### src/rtl/odd_pipe_pkg.sv
// rtl/odd_pipe_pkg.sv - shared opcodes, packet layout and unit constants for the odd pipe
// Purpose: opcode enum for every odd-pipe op (plus NOP), result packet field offsets,
//          unit-id and latency constants, and a packet builder.
// Packet (143 bits, ISA bit 0 = MSB = Verilog bit 142):
//   [142:15] value, [14:8] rt address, [7] reg-write enable, [6:4] unit id, [3:0] latency
package odd_pipe_pkg;

    localparam int LS_AW  = 15;
    localparam int STAGES = 7;
    localparam int PKT_W  = 143;

    localparam int PKT_VAL_LSB  = 15;
    localparam int PKT_RT_LSB   = 8;
    localparam int PKT_WE_BIT   = 7;
    localparam int PKT_UNIT_LSB = 4;
    localparam int PKT_LAT_LSB  = 0;

    localparam logic [2:0] UNIT_NONE = 3'd0;
    localparam logic [2:0] UNIT_PERM = 3'd1;
    localparam logic [2:0] UNIT_LS   = 3'd2;
    localparam logic [2:0] UNIT_BR   = 3'd3;

    localparam logic [3:0] LAT_NONE = 4'd0;
    localparam logic [3:0] LAT_PERM = 4'd4;
    localparam logic [3:0] LAT_LOAD = 4'd6;

    typedef enum logic [4:0] {
        NOP      = 5'd0,
        SHLQBI   = 5'd1,
        SHLQBII  = 5'd2,
        ROTQBI   = 5'd3,
        ROTQBII  = 5'd4,
        SHLQBY   = 5'd5,
        SHLQBYI  = 5'd6,
        SHLQBYBI = 5'd7,
        ROTQBY   = 5'd8,
        ROTQBYI  = 5'd9,
        ROTQBYBI = 5'd10,
        GBB      = 5'd11,
        GBH      = 5'd12,
        GB       = 5'd13,
        LQD      = 5'd14,
        LQA      = 5'd15,
        LQX      = 5'd16,
        STQD     = 5'd17,
        STQA     = 5'd18,
        STQX     = 5'd19,
        BR       = 5'd20,
        BRA      = 5'd21,
        BI       = 5'd22,
        BRZ      = 5'd23,
        BRNZ     = 5'd24
    } opcode_t;

    function automatic logic [PKT_W-1:0] make_packet(input logic [127:0] value,
                                                      input logic [6:0]   rt,
                                                      input logic         we,
                                                      input logic [2:0]   unit,
                                                      input logic [3:0]   lat);
        return {value, rt, we, unit, lat};
    endfunction

endpackage

### src/rtl/odd_permute.sv
// rtl/odd_permute.sv - combinational quadword shift/rotate/gather-bits unit
// Ports:
//   op      in  opcode_t  current opcode (non-permute ops yield zero)
//   ra      in  128       quadword operand, ISA bit 0 = Verilog bit 127
//   rb_slot in  32        preferred slot of rb (ISA rb[0:31])
//   i7      in  7         I7 immediate
//   value   out 128       permute result
module odd_permute
    import odd_pipe_pkg::*;
(
    input  opcode_t      op,
    input  logic [127:0] ra,
    input  logic [31:0]  rb_slot,
    input  logic [6:0]   i7,
    output logic [127:0] value
);

    logic [6:0]   amt;
    logic         rot;
    logic         zero;
    logic         is_shift;
    logic [4:0]   byte_cnt;
    logic [255:0] dbl;
    logic [127:0] gather;
    logic         unused_bits;

    // ISA field rb[a:b] of the preferred slot maps to rb_slot[31-a:31-b].
    always_comb begin
        amt      = '0;
        rot      = 1'b0;
        is_shift = 1'b1;
        byte_cnt = '0;
        case (op)
            SHLQBI:   amt = {4'b0, rb_slot[2:0]};
            SHLQBII:  amt = {4'b0, i7[2:0]};
            ROTQBI:   begin rot = 1'b1; amt = {4'b0, rb_slot[2:0]}; end
            ROTQBII:  begin rot = 1'b1; amt = {4'b0, i7[2:0]}; end
            SHLQBY:   byte_cnt = rb_slot[4:0];
            SHLQBYI:  byte_cnt = i7[4:0];
            SHLQBYBI: byte_cnt = rb_slot[7:3];
            ROTQBY:   begin rot = 1'b1; byte_cnt = {1'b0, rb_slot[3:0]}; end
            ROTQBYI:  begin rot = 1'b1; byte_cnt = {1'b0, i7[3:0]}; end
            ROTQBYBI: begin rot = 1'b1; byte_cnt = {1'b0, rb_slot[6:3]}; end
            default:  is_shift = 1'b0;
        endcase
        if (byte_cnt != 5'd0) begin
            amt = {byte_cnt[3:0], 3'b000};
        end
        // Only shifts can carry bit 4; 16 or more bytes shifts everything out.
        zero = byte_cnt[4];
    end

    // Upper half of the doubled word is the shift (zero fill) or rotate (wrap).
    assign dbl = {ra, (rot ? ra : 128'b0)} << amt;

    always_comb begin
        gather = '0;
        case (op)
            GBB: for (int i = 0; i < 16; i++) gather[111-i] = ra[120-8*i];
            GBH: for (int i = 0; i < 8; i++)  gather[103-i] = ra[112-16*i];
            GB:  for (int i = 0; i < 4; i++)  gather[99-i]  = ra[96-32*i];
            default: gather = '0;
        endcase
    end

    always_comb begin
        value = '0;
        if (is_shift) begin
            value = zero ? 128'b0 : dbl[255:128];
        end else begin
            value = gather;
        end
    end

    assign unused_bits = ^{rb_slot[31:8], i7[6:5], dbl[127:0]};

endmodule

### src/rtl/odd_pipe.sv
// rtl/odd_pipe.sv - SPU-lite odd execution pipe: permute, local-store load/store, branch
// Build option: ODD_PIPE_BRANCH_EN enables the branch unit; otherwise branches act as NOP.
// Ports:
//   clock, reset (async, active-high)
//   op_input_op_code, ra_input, rb_input, rt_address_input, I7/I10/I16/I18_input (I18 ignored)
//   LS_address/LS_data_output/LS_wrt_en  combinational local-store request
//   LS_data_input                        local-store read data for LS_address
//   fw_op_st_1..7, out_op                registered result packets (out_op = stage 7)
//   PC_input, PC_output, branch_taken    branch resolution, registered
module odd_pipe
    import odd_pipe_pkg::*;
(
    input  logic         clock,
    input  logic         reset,
    input  opcode_t      op_input_op_code,
    input  logic [127:0] ra_input,
    input  logic [127:0] rb_input,
    input  logic [6:0]   rt_address_input,
    input  logic [6:0]   I7_input,
    input  logic [9:0]   I10_input,
    input  logic [15:0]  I16_input,
    input  logic [17:0]  I18_input,
    output logic [14:0]  LS_address,
    input  logic [127:0] LS_data_input,
    output logic [127:0] LS_data_output,
    output logic         LS_wrt_en,
    output logic [142:0] fw_op_st_1,
    output logic [142:0] fw_op_st_2,
    output logic [142:0] fw_op_st_3,
    output logic [142:0] fw_op_st_4,
    output logic [142:0] fw_op_st_5,
    output logic [142:0] fw_op_st_6,
    output logic [142:0] fw_op_st_7,
    output logic [142:0] out_op,
    output logic         branch_taken,
    input  logic [31:0]  PC_input,
    output logic [31:0]  PC_output
);

    logic [31:0]      ra_slot;
    logic [31:0]      rb_slot;
    logic [31:0]      i16_word;
    logic [31:0]      ea;
    logic             is_store;
    logic [127:0]     perm_value;
    logic [PKT_W-1:0] new_pkt;
    logic [PKT_W-1:0] st [1:STAGES];
    logic             taken_nxt;
    logic [31:0]      pc_nxt;
    logic             unused_top;

    assign ra_slot  = ra_input[127:96];
    assign rb_slot  = rb_input[127:96];
    assign i16_word = {{14{I16_input[15]}}, I16_input, 2'b00};

    odd_permute u_permute (
        .op      (op_input_op_code),
        .ra      (ra_input),
        .rb_slot (rb_slot),
        .i7      (I7_input),
        .value   (perm_value)
    );

    always_comb begin
        ea       = '0;
        is_store = 1'b0;
        case (op_input_op_code)
            LQD:  ea = ra_slot + {{18{I10_input[9]}}, I10_input, 4'b0000};
            LQA:  ea = i16_word;
            LQX:  ea = ra_slot + rb_slot;
            STQD: begin ea = ra_slot + {{18{I10_input[9]}}, I10_input, 4'b0000}; is_store = 1'b1; end
            STQA: begin ea = i16_word; is_store = 1'b1; end
            STQX: begin ea = ra_slot + rb_slot; is_store = 1'b1; end
            default: ea = '0;
        endcase
    end

    // Quadword aligned: keep 15 address bits, drop the byte-within-quadword nibble.
    assign LS_address     = {ea[LS_AW-1:4], 4'b0000};
    assign LS_data_output = rb_input;
    assign LS_wrt_en      = is_store & ~reset;

    always_comb begin
        new_pkt = '0;
        case (op_input_op_code)
            SHLQBI, SHLQBII, ROTQBI, ROTQBII, SHLQBY, SHLQBYI, SHLQBYBI,
            ROTQBY, ROTQBYI, ROTQBYBI, GBB, GBH, GB:
                new_pkt = make_packet(perm_value, rt_address_input, 1'b1, UNIT_PERM, LAT_PERM);
            LQD, LQA, LQX:
                new_pkt = make_packet(LS_data_input, rt_address_input, 1'b1, UNIT_LS, LAT_LOAD);
            STQD, STQA, STQX:
                new_pkt = make_packet(128'b0, 7'd0, 1'b0, UNIT_LS, LAT_NONE);
`ifdef ODD_PIPE_BRANCH_EN
            BR, BRA, BI, BRZ, BRNZ:
                new_pkt = make_packet(128'b0, 7'd0, 1'b0, UNIT_BR, LAT_NONE);
`endif
            default: new_pkt = '0;
        endcase
    end

`ifdef ODD_PIPE_BRANCH_EN
    always_comb begin
        taken_nxt = 1'b0;
        pc_nxt    = PC_input + 32'd4;
        case (op_input_op_code)
            BR:   begin taken_nxt = 1'b1; pc_nxt = PC_input + i16_word; end
            BRA:  begin taken_nxt = 1'b1; pc_nxt = i16_word; end
            BI:   begin taken_nxt = 1'b1; pc_nxt = ra_slot & ~32'd3; end
            BRZ:  if (rb_slot == 32'd0) begin taken_nxt = 1'b1; pc_nxt = PC_input + i16_word; end
            BRNZ: if (rb_slot != 32'd0) begin taken_nxt = 1'b1; pc_nxt = PC_input + i16_word; end
            default: taken_nxt = 1'b0;
        endcase
    end
`else
    assign taken_nxt = 1'b0;
    assign pc_nxt    = PC_input + 32'd4;
`endif

    always_ff @(posedge clock or posedge reset) begin
        if (reset) begin
            for (int i = 1; i <= STAGES; i++) st[i] <= '0;
            branch_taken <= 1'b0;
            PC_output    <= '0;
        end else begin
            st[1] <= new_pkt;
            for (int i = 2; i <= STAGES; i++) st[i] <= st[i-1];
            branch_taken <= taken_nxt;
            PC_output    <= pc_nxt;
        end
    end

    assign fw_op_st_1 = st[1];
    assign fw_op_st_2 = st[2];
    assign fw_op_st_3 = st[3];
    assign fw_op_st_4 = st[4];
    assign fw_op_st_5 = st[5];
    assign fw_op_st_6 = st[6];
    assign fw_op_st_7 = st[7];
    assign out_op     = st[7];

    assign unused_top = ^{I18_input, ea[31:LS_AW], ea[3:0]};

endmodule

### config.mk
export PLATFORM = sky130hd
export DESIGN_NAME = odd_pipe
export DESIGN_NICKNAME = d
export VERILOG_FILES = /design/src/rtl/odd_pipe_pkg.sv /design/src/rtl/odd_permute.sv /design/src/rtl/odd_pipe.sv
export SDC_FILE = /design/constraint.sdc
export NUM_CORES = 2
export LEC_CHECK = 0
export ABC_CLOCK_PERIOD_IN_PS = 75100
export CORE_AREA = 2 2 709 711
export CTS_CLUSTER_DIAMETER = 50
export DETAILED_ROUTE_END_ITERATION = 12
export DIE_AREA = 0 0 711 713
export MAX_ROUTING_LAYER = met4
export PLACE_DENSITY = 0.32
export SETUP_SLACK_MARGIN = 0.5
export SYNTH_ARGS = -nofsm -noshare
export SYNTH_HDL_FRONTEND = slang
export SYNTH_SLANG_ARGS = --single-unit
export TNS_END_PERCENT = 30
### constraint.sdc
create_clock -name clock -period 75.1 [get_ports clock]
set_clock_uncertainty 0.1 [all_clocks]
set_input_delay 22.53 -clock clock [delete_from_list [all_inputs] [get_ports clock]]
set_output_delay 22.53 -clock clock [all_outputs]
set_load 0.01 [all_outputs]
Yosys cells after proc, flatten, opt, wreduce, memory -nomap -nowiden. Cells that the tools add are included.

Flip-flop bits (word level): 1033. Output and inout bits: 1321. Logic and storage cells: 58.

$add $sub $neg: 3. Equal/unequal tests: 19. Shifts and indexed selects: 1. Mux-type cells: 14. Bitwise logic cells: 2. Reductions and logical operators: 11.

Operators by type and width (number): 143-bit case mux with 3 select lines (1); 128-bit two-way mux (3); 256-bit by 7-bit << shifter with 256-bit output (1); 15-bit case mux with 3 select lines (1); 5-bit by 4-bit == test with 1-bit output (second input constant) (8); 32-bit by 3-bit adder with 32-bit output (second input constant) (1); 15-bit adder (2); 5-bit case mux with 6 select lines (1); 5-bit by 3-bit == test with 1-bit output (second input constant) (4); 5-bit == test (second input constant) (4); 13-bit OR reduction (1); 4-bit case mux with 3 select lines (1); 5-bit by 2-bit == test with 1-bit output (second input constant) (2); 10-bit OR reduction (1); 2-bit OR reduction (5); 8-bit two-way mux (1); 4-bit case mux with 2 select lines (1); 7-bit two-way mux (1); 3-bit case mux with 2 select lines (1); 3-bit OR reduction (2); 5-bit by 1-bit == test with 1-bit output (second input constant) (1); 5-bit nonzero test (1); 5-bit OR reduction (1); 1-bit two-way mux (3); other kinds (2) (2).

Longest topological paths before layout.
Depth in word-level cells: 8. Mapped depth: 14. Mapped depth without buffers: 11.

By module. A second synthesis with hierarchy kept.

Cell total of the unflattened synthesis: 3532. Area, all modules: 43359.1 um^2.

Modules (own cells, without submodules): odd_pipe (times used 1, cells an instance 1732, area an instance 30506.8 um^2, sequential area each 25149.1 um^2); odd_permute (times used 1, cells an instance 1800, area an instance 12852.3 um^2, sequential area each 0.0 um^2).

Worst setup path before layout. OpenSTA, ideal clock, no wires.

Path type: input -> output. From: input ra_input[100]. To: output LS_address[14]. Arrival time: 24.670 ns. Data required time: 52.470 ns. Setup slack: 27.800 ns. Stages: 11. Cell sequence: ha_1 -> fa_1 -> a21o_1 -> a21o_1 -> a21o_1 -> a21oi_1 -> o21ai_0 -> a21o_1 -> a21oi_1 -> xnor2_1 -> o221ai_1.

Word-level cells in the longest chain between the ends: 2.

RTL lines: start, declared (RTL line odd_pipe.sv:16) `input logic [127:0] ra_input,`; 15-bit adder (on tied branches); 15-bit case mux with 3 select lines (*) (RTL line odd_pipe.sv:67) `case (op_input_op_code)`; end, declared (RTL line odd_pipe.sv:23) `output logic [14:0] LS_address,`.

Every way passes the cells marked *; elsewhere a longest branch is shown, timed or not.

Worst setup path in the final report. Ends and elaborated chain as after synthesis.

==> results_dict.tcl <==
set metrics [dict create \
    result_of_the_run "finished, final reports clean" \
    post-place-ws_ps 26300 \
    postSynthCellCount 2998 \
    gr-total-overflow 0 \
    dieWidth_um 711 \
    design.core.area_um2 499700 \
    timing.max_slew.rel_slack_pct 11.05 \
    yosysTopAreaCell "sky130_fd_sc_hd__dfrtp_1" \
    power.leakage_nw 26.32 \
    seqCellArea_um2 25150 \
    drt-initial-drc-count 2774 \
    count_of_flip_flops_with_a_built_in_enable_after_synthesis 0 \
    areaGrowthSynthToFinish_pct 67.05 \
    via_per_inst 2.960 \
    maxCapViolCount 0 \
    report.final.slew_viol_count 0 \
    critical_path.cell_chain "clkdlybuf4s50_1, ha_1, fa_1, a21o_1, a21o_1, a21o_1, a21oi_1, o21ai_0, a21o_1, a21oi_1, xnor2_1, o221ai_1, clkdlybuf4s50_1" \
    crit_family "compound AO/OA/AOI/OAI gates" \
    drt-wirelength-per-cell_um 31.19 \
    dominantRegCellSynth "sky130_fd_sc_hd__dfrtp_1" \
    clk_transition_reported_paths_ps 60 \
    synth_seq_cells 1005 \
    slowest_cell_on_crit_path "sky130_fd_sc_hd__clkdlybuf4s50_1" \
    setup.reg_to_reg.worst_slack_ps 74100 \
    critical_path_s_most_frequent_cell "sky130_fd_sc_hd__a21o_1" \
    cp-end-kind "primary output" \
    clk-insertion-delay-late_ps 810 \
    p_per_area_nw_per_um2 27.32 \
    drt_drc_violations_left 0 \
    rsz0062_at_grt "false" \
    buffer_ports.inserted 1521 \
    cts_max_path_buffers 4 \
    crit_buf_inv 2 \
    path_max_fanout 4 \
    cts.repair_timing.setup_buffer_count 0 \
    synth.distinct_cells 69 \
    hold_viol_final 0 \
    fin_util_pct 13.59 \
    initial_utilization_pct 8.137 \
    final_layout_size_suffix_gt1_share_pct 12.97 \
    min_path_type "reg2reg" \
    ys_seq_area_share_pct 61.86 \
    cts_hold_buf 0 \
    netlist.area_leader.share_pct 61.86 \
    cts_sinks 1005 \
    critical_path.startpoint_type "primary input" \
    core.rowCount 260 \
    timing_worst_setup_path_type "in2out" \
    design.die.area_um2 506900 \
    synth.top_cells.by_area "sky130_fd_sc_hd__dfrtp_1 (62%), sky130_fd_sc_hd__mux4_2 (6.6%), sky130_fd_sc_hd__buf_4 (5.8%), sky130_fd_sc_hd__mux2i_1 (5.3%), sky130_fd_sc_hd__nand2_1 (2.9%)" \
    worstPathRequired_ps 52470 \
    antenna_found_initial 155 \
    grt_first_pass_wirelength_um 429800 \
    nNetsFinal 4830 \
    max_clock_freq_mhz 20.53 \
    tns_ps 0 \
    multi_input_area_um2 12630 \
    drt_wl_total_um 349700 \
    gp_congestion 0.9215 \
    die_h_um 713 \
    post_cts_resized 0 \
    postLayoutSetupSlackWorst_ps 26380 \
    combined_global_route_utilization_of_all_metal_layers_pct 13.63 \
    first_global_vias 33520 \
    fillCellCount 56210 \
    cts_root_cell "sky130_fd_sc_hd__clkbuf_16" \
    slowest_delay_ps 580 \
    syn_area_cell_um2 13.56 \
    number_of_warnings_reported_in_the_yosys_synthesis_log 0 \
    place.detailed.hpwl_um 303400 \
    antenna_left 0 \
    max_slew.worst_pin.slew_ps 1334 \
    syn-cell-area_um2 40660 \
    grt_start_max_net_pins 152 \
    cts_inserted_buffers 156 \
    num_vias 33190 \
    dr.pass1.iters 6 \
    vdd_ir_drop_max_uv 19.65 \
    setup_viol_count_final 0 \
    clock_tree_from_tritoncts "built" \
    final_period_minus_worst_setup_slack_ps 48720 \
    h_tree_depth 4 \
    final.period_utilization_pct 64.87 \
    worstPathArrival_ps 26090 \
    io_pins 1802 \
    synth-async-reset-ratio_pct 100.0 \
]
==> layout make-up <==
type	instances	area share (%)
diodes	89	0.3279
clock buffers	184	6.142
clock inverters	92	2.056
inverters	12	0.07738
multi-input cells	1537	18.59
flip-flops and latches	1005	37.03
well taps	6681	12.31
repair buffers	1612	23.47
==> placed cells by master, fill, tap and decap left out, types with 58 or more instances in the layout <==
cell                              netlist  layout
sky130_fd_sc_hd__clkdlybuf4s50_1        0    1518
sky130_fd_sc_hd__dfrtp_1             1005    1005
sky130_fd_sc_hd__nand2_1              319     316
sky130_fd_sc_hd__mux2i_1              215     211
sky130_fd_sc_hd__clkbuf_16              0     158
sky130_fd_sc_hd__mux4_2               119     119
sky130_fd_sc_hd__o221ai_1             104     104
sky130_fd_sc_hd__buf_4                316      91
sky130_fd_sc_hd__diode_2                0      89
sky130_fd_sc_hd__nor2_1                91      87
sky130_fd_sc_hd__a22oi_1               79      78
sky130_fd_sc_hd__o21ai_0               76      63
sky130_fd_sc_hd__a21oi_1               58      58
==> final timing paths <==
check,endpoint,depth (start not counted),from
min reg2reg,fw_op_st_2[41],0,fw_op_st_1[41]
min in group asynchronous,fw_op_st_1[24],2,reset
max in group asynchronous,fw_op_st_1[21],6,reset
max reg2reg,fw_op_st_4[132],0,fw_op_st_3[132]
max,LS_address[14],13,ra_input[100]
min,fw_op_st_2[41],0,fw_op_st_1[41]
==> cell families after synthesis <==
group	after synthesis	share of synthesized area, %
AO/OA/AOI/OAI	522	9.528
XOR/XNOR	46	0.9910
adder cells (fa/ha/maj)	25	0.7878
buffers and inverters	484	7.906
flip-flops	1005	61.86
multiplexers	384	13.28
other	1	0.009224
AND/OR/NAND/NOR	531	5.641
==> cell usage after synthesis, drive strengths merged (4+ instances only) <==
library cell	number
nand3	28
clkbuf	63
buf	409
mux2	50
nand3b	4
nand2	319
a21o	11
and2	8
or2	4
ha	24
nor2	96
o31ai	6
o22a	7
o21ai	97
o21a	5
nand4	10
o211ai	10
a22oi	79
a222oi	13
nor3	25
a21oi	59
a211oi	5
nor2b	10
a221o	23
a22o	23
dfrtp	1005
a221oi	29
mux4	119
xor2	9
xnor2	37
o221ai	104
o22ai	24
inv	12
mux2i	215
a2bb2oi	4
and3	8
a31oi	10
==> routing by layer <==
layer	part of all wire (%)	track usage, %
met5	0	-
met2	46	21.30
met3	8.6	4.582
met4	2.1	2.652
met1	43	17.11
==> per-stage QoR <==
| stage | instance area (um^2) | cells | hold slack [ps] | power, W |
|---|---|---|---|---|
| CTS | 67690 | 11120 | 248.2 | 0.001903 |
| finish | 67920 | 11210 | 247.3 | 0.001856 |
| floorplan | 40760 | 3026 | 316.0 | 0.0007694 |
| global route | 67850 | 11180 | 268.2 | 0.001932 |
| detailed placement | 62130 | 10850 | 257.6 | 0.001091 |
| global placement | 62130 | 10850 | 259.9 | 0.001094 |
==> report_power, final <==
part	internal, W	switching, W
combinational	0.000168	0.000238
clock	0.000486	0.000303
sequential	0.000598	0.0000645
==> state kept, by name, summed over array words and instances (netlist names) <==
signal	flops
fw_op_st_1	139
fw_op_st_2	139
fw_op_st_3	139
fw_op_st_4	139
fw_op_st_5	139
fw_op_st_6	139
fw_op_st_7	139
PC_output	32
No activity file was read; power rests on OpenSTA's default activity.
